--- src/rtl/prince_sbox_cms_sched.sv ---
// Feeds the 16 nibbles of a share-split 64-bit state through one external pipelined
// masked S-box and writes each result back in place. One call performs one S-layer.
module prince_sbox_cms_sched #(
  parameter int unsigned NSHARES  = 3,
  parameter int unsigned SBOX_LAT = 2,
  parameter int unsigned RND_BITS = 4
) (
  input  logic                      clk,
  input  logic                      rst,
  input  logic                      start,
  output logic                      start_ready,
  input  logic [NSHARES*64-1:0]     state_in,
  input  logic                      rnd_valid,
  input  logic [RND_BITS-1:0]       rnd_in,
  output logic                      rnd_ready,
  output logic [NSHARES*4-1:0]      sbox_x,
  output logic [RND_BITS-1:0]       sbox_rnd,
  input  logic [NSHARES*4-1:0]      sbox_y,
  output logic                      busy,
  output logic                      out_valid,
  input  logic                      out_ready,
  output logic [NSHARES*64-1:0]     state_out
);

  localparam int unsigned SW    = 64;
  localparam int unsigned NW    = 4;
  localparam int unsigned SBITS = NSHARES * SW;

  typedef enum logic [1:0] {
    S_IDLE  = 2'd0,
    S_FEED  = 2'd1,
    S_DRAIN = 2'd2,
    S_DONE  = 2'd3
  } fsm_e;

  fsm_e                     fsm_q, fsm_d;
  logic [SBITS-1:0]         st_q, st_d;
  logic [3:0]               idx_q, idx_d;
  logic [SBOX_LAT-1:0]      pv_q, pv_d;
  logic [SBOX_LAT-1:0][3:0] pidx_q, pidx_d;
  logic                     issue;

  assign issue     = (fsm_q == S_FEED) && rnd_valid;
  assign state_out = st_q;

  always_ff @(posedge clk) begin
    if (rst) begin
      fsm_q  <= S_IDLE;
      st_q   <= '0;
      idx_q  <= '0;
      pv_q   <= '0;
      pidx_q <= '0;
    end else begin
      fsm_q  <= fsm_d;
      st_q   <= st_d;
      idx_q  <= idx_d;
      pv_q   <= pv_d;
      pidx_q <= pidx_d;
    end
  end

  // DRAIN ends once the pipe, after this cycle's shift, holds no valid entry.
  always_comb begin
    fsm_d = fsm_q;
    case (fsm_q)
      S_IDLE:  if (start) fsm_d = S_FEED;
      S_FEED:  if (issue && (idx_q == 4'd15)) fsm_d = S_DRAIN;
      S_DRAIN: if (pv_d == '0) fsm_d = S_DONE;
      S_DONE:  if (out_ready) fsm_d = S_IDLE;
      default: fsm_d = S_IDLE;
    endcase
  end

  // Valid/index pipe mirrors the S-box latency; its tail selects the write-back nibble.
  always_comb begin
    st_d   = st_q;
    idx_d  = idx_q;
    pv_d   = SBOX_LAT'({pv_q, issue});
    pidx_d = (SBOX_LAT*4)'({pidx_q, idx_q});
    if ((fsm_q == S_IDLE) && start) begin
      st_d  = state_in;
      idx_d = '0;
    end else begin
      if (issue) idx_d = idx_q + 4'd1;
      if (pv_q[SBOX_LAT-1]) begin
        for (int unsigned s = 0; s < NSHARES; s++) begin
          st_d[s*SW + 32'(pidx_q[SBOX_LAT-1])*NW +: NW] = sbox_y[s*NW +: NW];
        end
      end
    end
  end

  always_comb begin
    start_ready = 1'b0;
    busy        = 1'b0;
    out_valid   = 1'b0;
    rnd_ready   = 1'b0;
    sbox_x      = '0;
    sbox_rnd    = '0;
    case (fsm_q)
      S_IDLE:  start_ready = 1'b1;
      S_FEED:  busy = 1'b1;
      S_DRAIN: busy = 1'b1;
      S_DONE: begin
        busy      = 1'b1;
        out_valid = 1'b1;
      end
      default: start_ready = 1'b0;
    endcase
    if (issue) begin
      rnd_ready = 1'b1;
      sbox_rnd  = rnd_in;
      for (int unsigned s = 0; s < NSHARES; s++) begin
        sbox_x[s*NW +: NW] = st_q[s*SW + 32'(idx_q)*NW +: NW];
      end
    end
  end

endmodule

--- config.mk ---
export PLATFORM = sky130hd
export DESIGN_NAME = prince_sbox_cms_sched
export DESIGN_NICKNAME = d
export VERILOG_FILES = /design/src/rtl/prince_sbox_cms_sched.sv
export SDC_FILE = /design/constraint.sdc
export NUM_CORES = 1
export LEC_CHECK = 0
export ABC_AREA = 0
export CAP_MARGIN = 20
export CORE_MARGIN = 3
export CORE_UTILIZATION = 48
export DETAILED_ROUTE_END_ITERATION = 16
export PLACE_DENSITY_LB_ADDON = 0.15
export SLEW_MARGIN = 30
export SYNTH_ARGS = -nofsm -noshare
export SYNTH_HDL_FRONTEND = slang
export SYNTH_SLANG_ARGS = --single-unit
--- constraint.sdc ---
create_clock -name clk -period 4.3 [get_ports clk]
set_input_delay 0.86 -clock clk [delete_from_list [all_inputs] [get_ports clk]]
set_output_delay 0.86 -clock clk [all_outputs]
set_load 0.02 [all_outputs]
==> impl_metrics.tcl <==
set metrics [dict create \
    status "finished clean" \
    nets 2206 \
    p_sw_mw 4.16 \
    worstSetupEndpointType "output port" \
    fin_crit_sh 0.954 \
    maxCapViolations 0 \
    synth_seq_cells 208 \
    skew_ps 15.9 \
    fp.dieW_um 173 \
    htree_levels 1 \
    setup_tns_ps 0 \
    synth_top_cell_by_area "dfxtp_1" \
    clk_path_buf_depth 3 \
    ys_warn_count 0 \
    routed_wl_um 69900 \
    antenna_cells 0 \
    cts_tree "built" \
    layout_common_cells "clkdlybuf4s50_1 (423), dfxtp_1 (206), nor2_1 (190)" \
    whs_ps 433 \
    cp-startpoint "idx_q[0]$_SDFFE_PP0P_" \
    setup_viol 0 \
    gr-total-overflow 0 \
    final_common_cell "clkdlybuf4s50_1" \
    cts_inserted_buffers 24 \
    drtPass1Iterations 8 \
    syn_area_per_cell_sq_um 8.29 \
    min-delay-start "pidx_d[4]$_SDFF_PP0_" \
    post_cts_resized 0 \
    drive_gt1_frac 0.101 \
    netlist_area_sq_mm 0.0134 \
    synth_ff_type "dfxtp_1" \
    reg2reg_to "state_out[40]$_SDFFE_PP0P_" \
    synth.area.top_cells "dfxtp_1 (31%), mux4_2 (10%), nor2_1 (5.3%)" \
    grt_pass1_vias 15900 \
    grt_start_max_net_pins 103 \
    synth-seq-area-share 0.310 \
    viasPerCell 7.07 \
    period_needed_ps 4100 \
    drtAntennaViolNets 0 \
    dp_hpwl_um 51900 \
    intPower_mw 5.89 \
    ys_types 79 \
    worstPathRequired_ps 3440 \
    timing.slew.headroom 0.272 \
    fmax_mhz 244 \
    synthToLayoutAreaGrowth_pct 41.4 \
    power_density_mw_per_mm2 529 \
    hp-class "reg -> reg" \
    hold_viol_final 0 \
    power_frac_comb 0.472 \
    slew_violations 0 \
    clkTransAtPathRegs_ps 70 \
    cts_setup_buffers 0 \
    vdd_ir_drop_max_mv 0.349 \
    seq_power_share 0.296 \
    critPathMaxFanout 16 \
    synth_cells 1621 \
    antenna_found_initial 0 \
    power_leakage_nw 6.50 \
    placementRows 60 \
    r2r_slack_ps 770 \
    die-area_sq_mm 0.0300 \
    synth_nets 1847 \
    rsz0062_at_grt "false" \
    netlist.area_leader.share 0.310 \
    critPathLaunchType "flip-flop" \
    grt_usage 0.438 \
    crit_arrival_ps 3240 \
    insertion_delay_ps 540 \
    tightestPinTransition_ps 1080 \
    r2r_cells 8 \
    place.gp.congestion 1.07 \
    start_util 0.493 \
    cts-root-buf "clkbuf_16" \
    reg2reg_from "pidx_q[5]$_SDFF_PP0_" \
    wire_per_inst_um 29.5 \
    die-height_um 173 \
    synth_edf_count 0 \
    ios 425 \
    swShare 0.414 \
    crit_path_end "sbox_x[0]" \
    clkPwrFrac 0.233 \
    postCtsHoldBufs 0 \
    core_sq_mm 0.0273 \
    vias 16800 \
    critPathKind "reg -> out" \
    drt_iter0_markers 3135 \
    clkSinkCount 208 \
    grt_pass1_wl_um 102000 \
    synthArstFlopShare 0 \
    io_buffers 424 \
    drc 0 \
]
-- final cells by class --
class	instances	area (sq um)
clock buffers	32	692
flip-flops and latches	208	4170
well taps	372	465
repair buffers	489	4790
multi-input cells	1235	8600
fillers	2095	8250
inverters	22	82.6
clock inverters	12	200
-- sequential cells by signal (all words and copies together), names as in the netlist --
register	flops
pidx_d	4
idx_q	4
fsm_q	2
pidx_q	4
state_out	192
pv_q	2
-- worst min-delay path by stage --
stage / end / slack (ps) / depth (start not counted)
floorplan: pidx_q[4]$_SDFF_PP0_ / 410 / 1
global placement: pidx_q[4]$_SDFF_PP0_ / 420 / 1
detailed placement: pidx_q[4]$_SDFF_PP0_ / 430 / 1
CTS: pidx_q[4]$_SDFF_PP0_ / 440 / 1
global route: pidx_q[7]$_SDFF_PP0_ / 460 / 1
finish: pidx_q[4]$_SDFF_PP0_ / 430 / 1
-- cells by family (layout without fill, tap and decap cells) --
kind of cell,after synthesis,in the layout,synth area share
AOI/OAI and AO/OA,543,543,0.285
xor gates and xnor gates,3,3,0.00196
adders and majority gates,13,13,0.0121
buffers and inverters,178,555,0.0527
DFF,208,208,0.310
muxes,80,80,0.115
and+or+nand+nor,596,596,0.223
-- metrics by stage --
stage	util	cell area (sq um)	setup slack, ps	cells	total power [mW]
2_1_floorplan	-	13400	776	1621	5.45
3_3_place_gp	0.664	18100	770	2326	7.49
3_5_place_dp	0.664	18100	743	2326	7.58
4_1_cts	0.697	19000	187	2370	9.90
5_1_grt	0.697	19000	101	2370	10.4
6_report	0.697	19000	199	2370	10.0
-- power groups by stage --
stage                     registers [mW]  clock network (mW)  logic (mW)
after floorplan                     3.29                   0        2.16
after global placement              2.97                   0        4.52
after detailed placement            2.97                   0        4.61
after CTS                           2.94                2.32        4.64
after global routing                3.00                2.39        4.98
final                               2.97                2.34        4.74
-- synth_stat cells, drive strengths merged, types with 6 or more instances --
| library cell | instances |
|---|---|
| dfxtp | 208 |
| nor2 | 191 |
| clkbuf | 118 |
| nand2 | 103 |
| o21ai | 93 |
| a211oi | 88 |
| a21oi | 69 |
| nand3 | 68 |
| mux4 | 60 |
| a22oi | 46 |
| nor3 | 44 |
| nand4 | 39 |
| buf | 38 |
| a31oi | 34 |
| o22ai | 31 |
| and2 | 25 |
| nand2b | 25 |
| inv | 21 |
| nor2b | 21 |
| mux2i | 20 |
| o211ai | 20 |
| a32o | 16 |
| a32oi | 14 |
| o221ai | 14 |
| and3 | 13 |
| ha | 13 |
| nor4 | 11 |
| o31ai | 11 |
| a21o | 10 |
| nand4b | 10 |
| o2111ai | 10 |
| a221oi | 9 |
| o211a | 9 |
| a311oi | 8 |
| a31o | 8 |
| or3 | 8 |
| nor3b | 7 |
| o32ai | 7 |
| o41ai | 6 |
-- layer usage --
| metal | GRT usage | wire (um) |
|---|---|---|
| met1 | 0.555 | 25000 |
| met2 | 0.662 | 29900 |
| met3 | 0.145 | 10100 |
| met4 | 0.235 | 4940 |
| met5 | 0 | 0 |
-- critical path, cell delays in order, from the launching register on --
cell and delay, ps:
dfxtp_4 590, buf_4 350, mux4_2 540, mux4_2 500, and2_1 180, clkdlybuf4s50_1 530
Note: power is estimated with default switching activity, not from simulation.
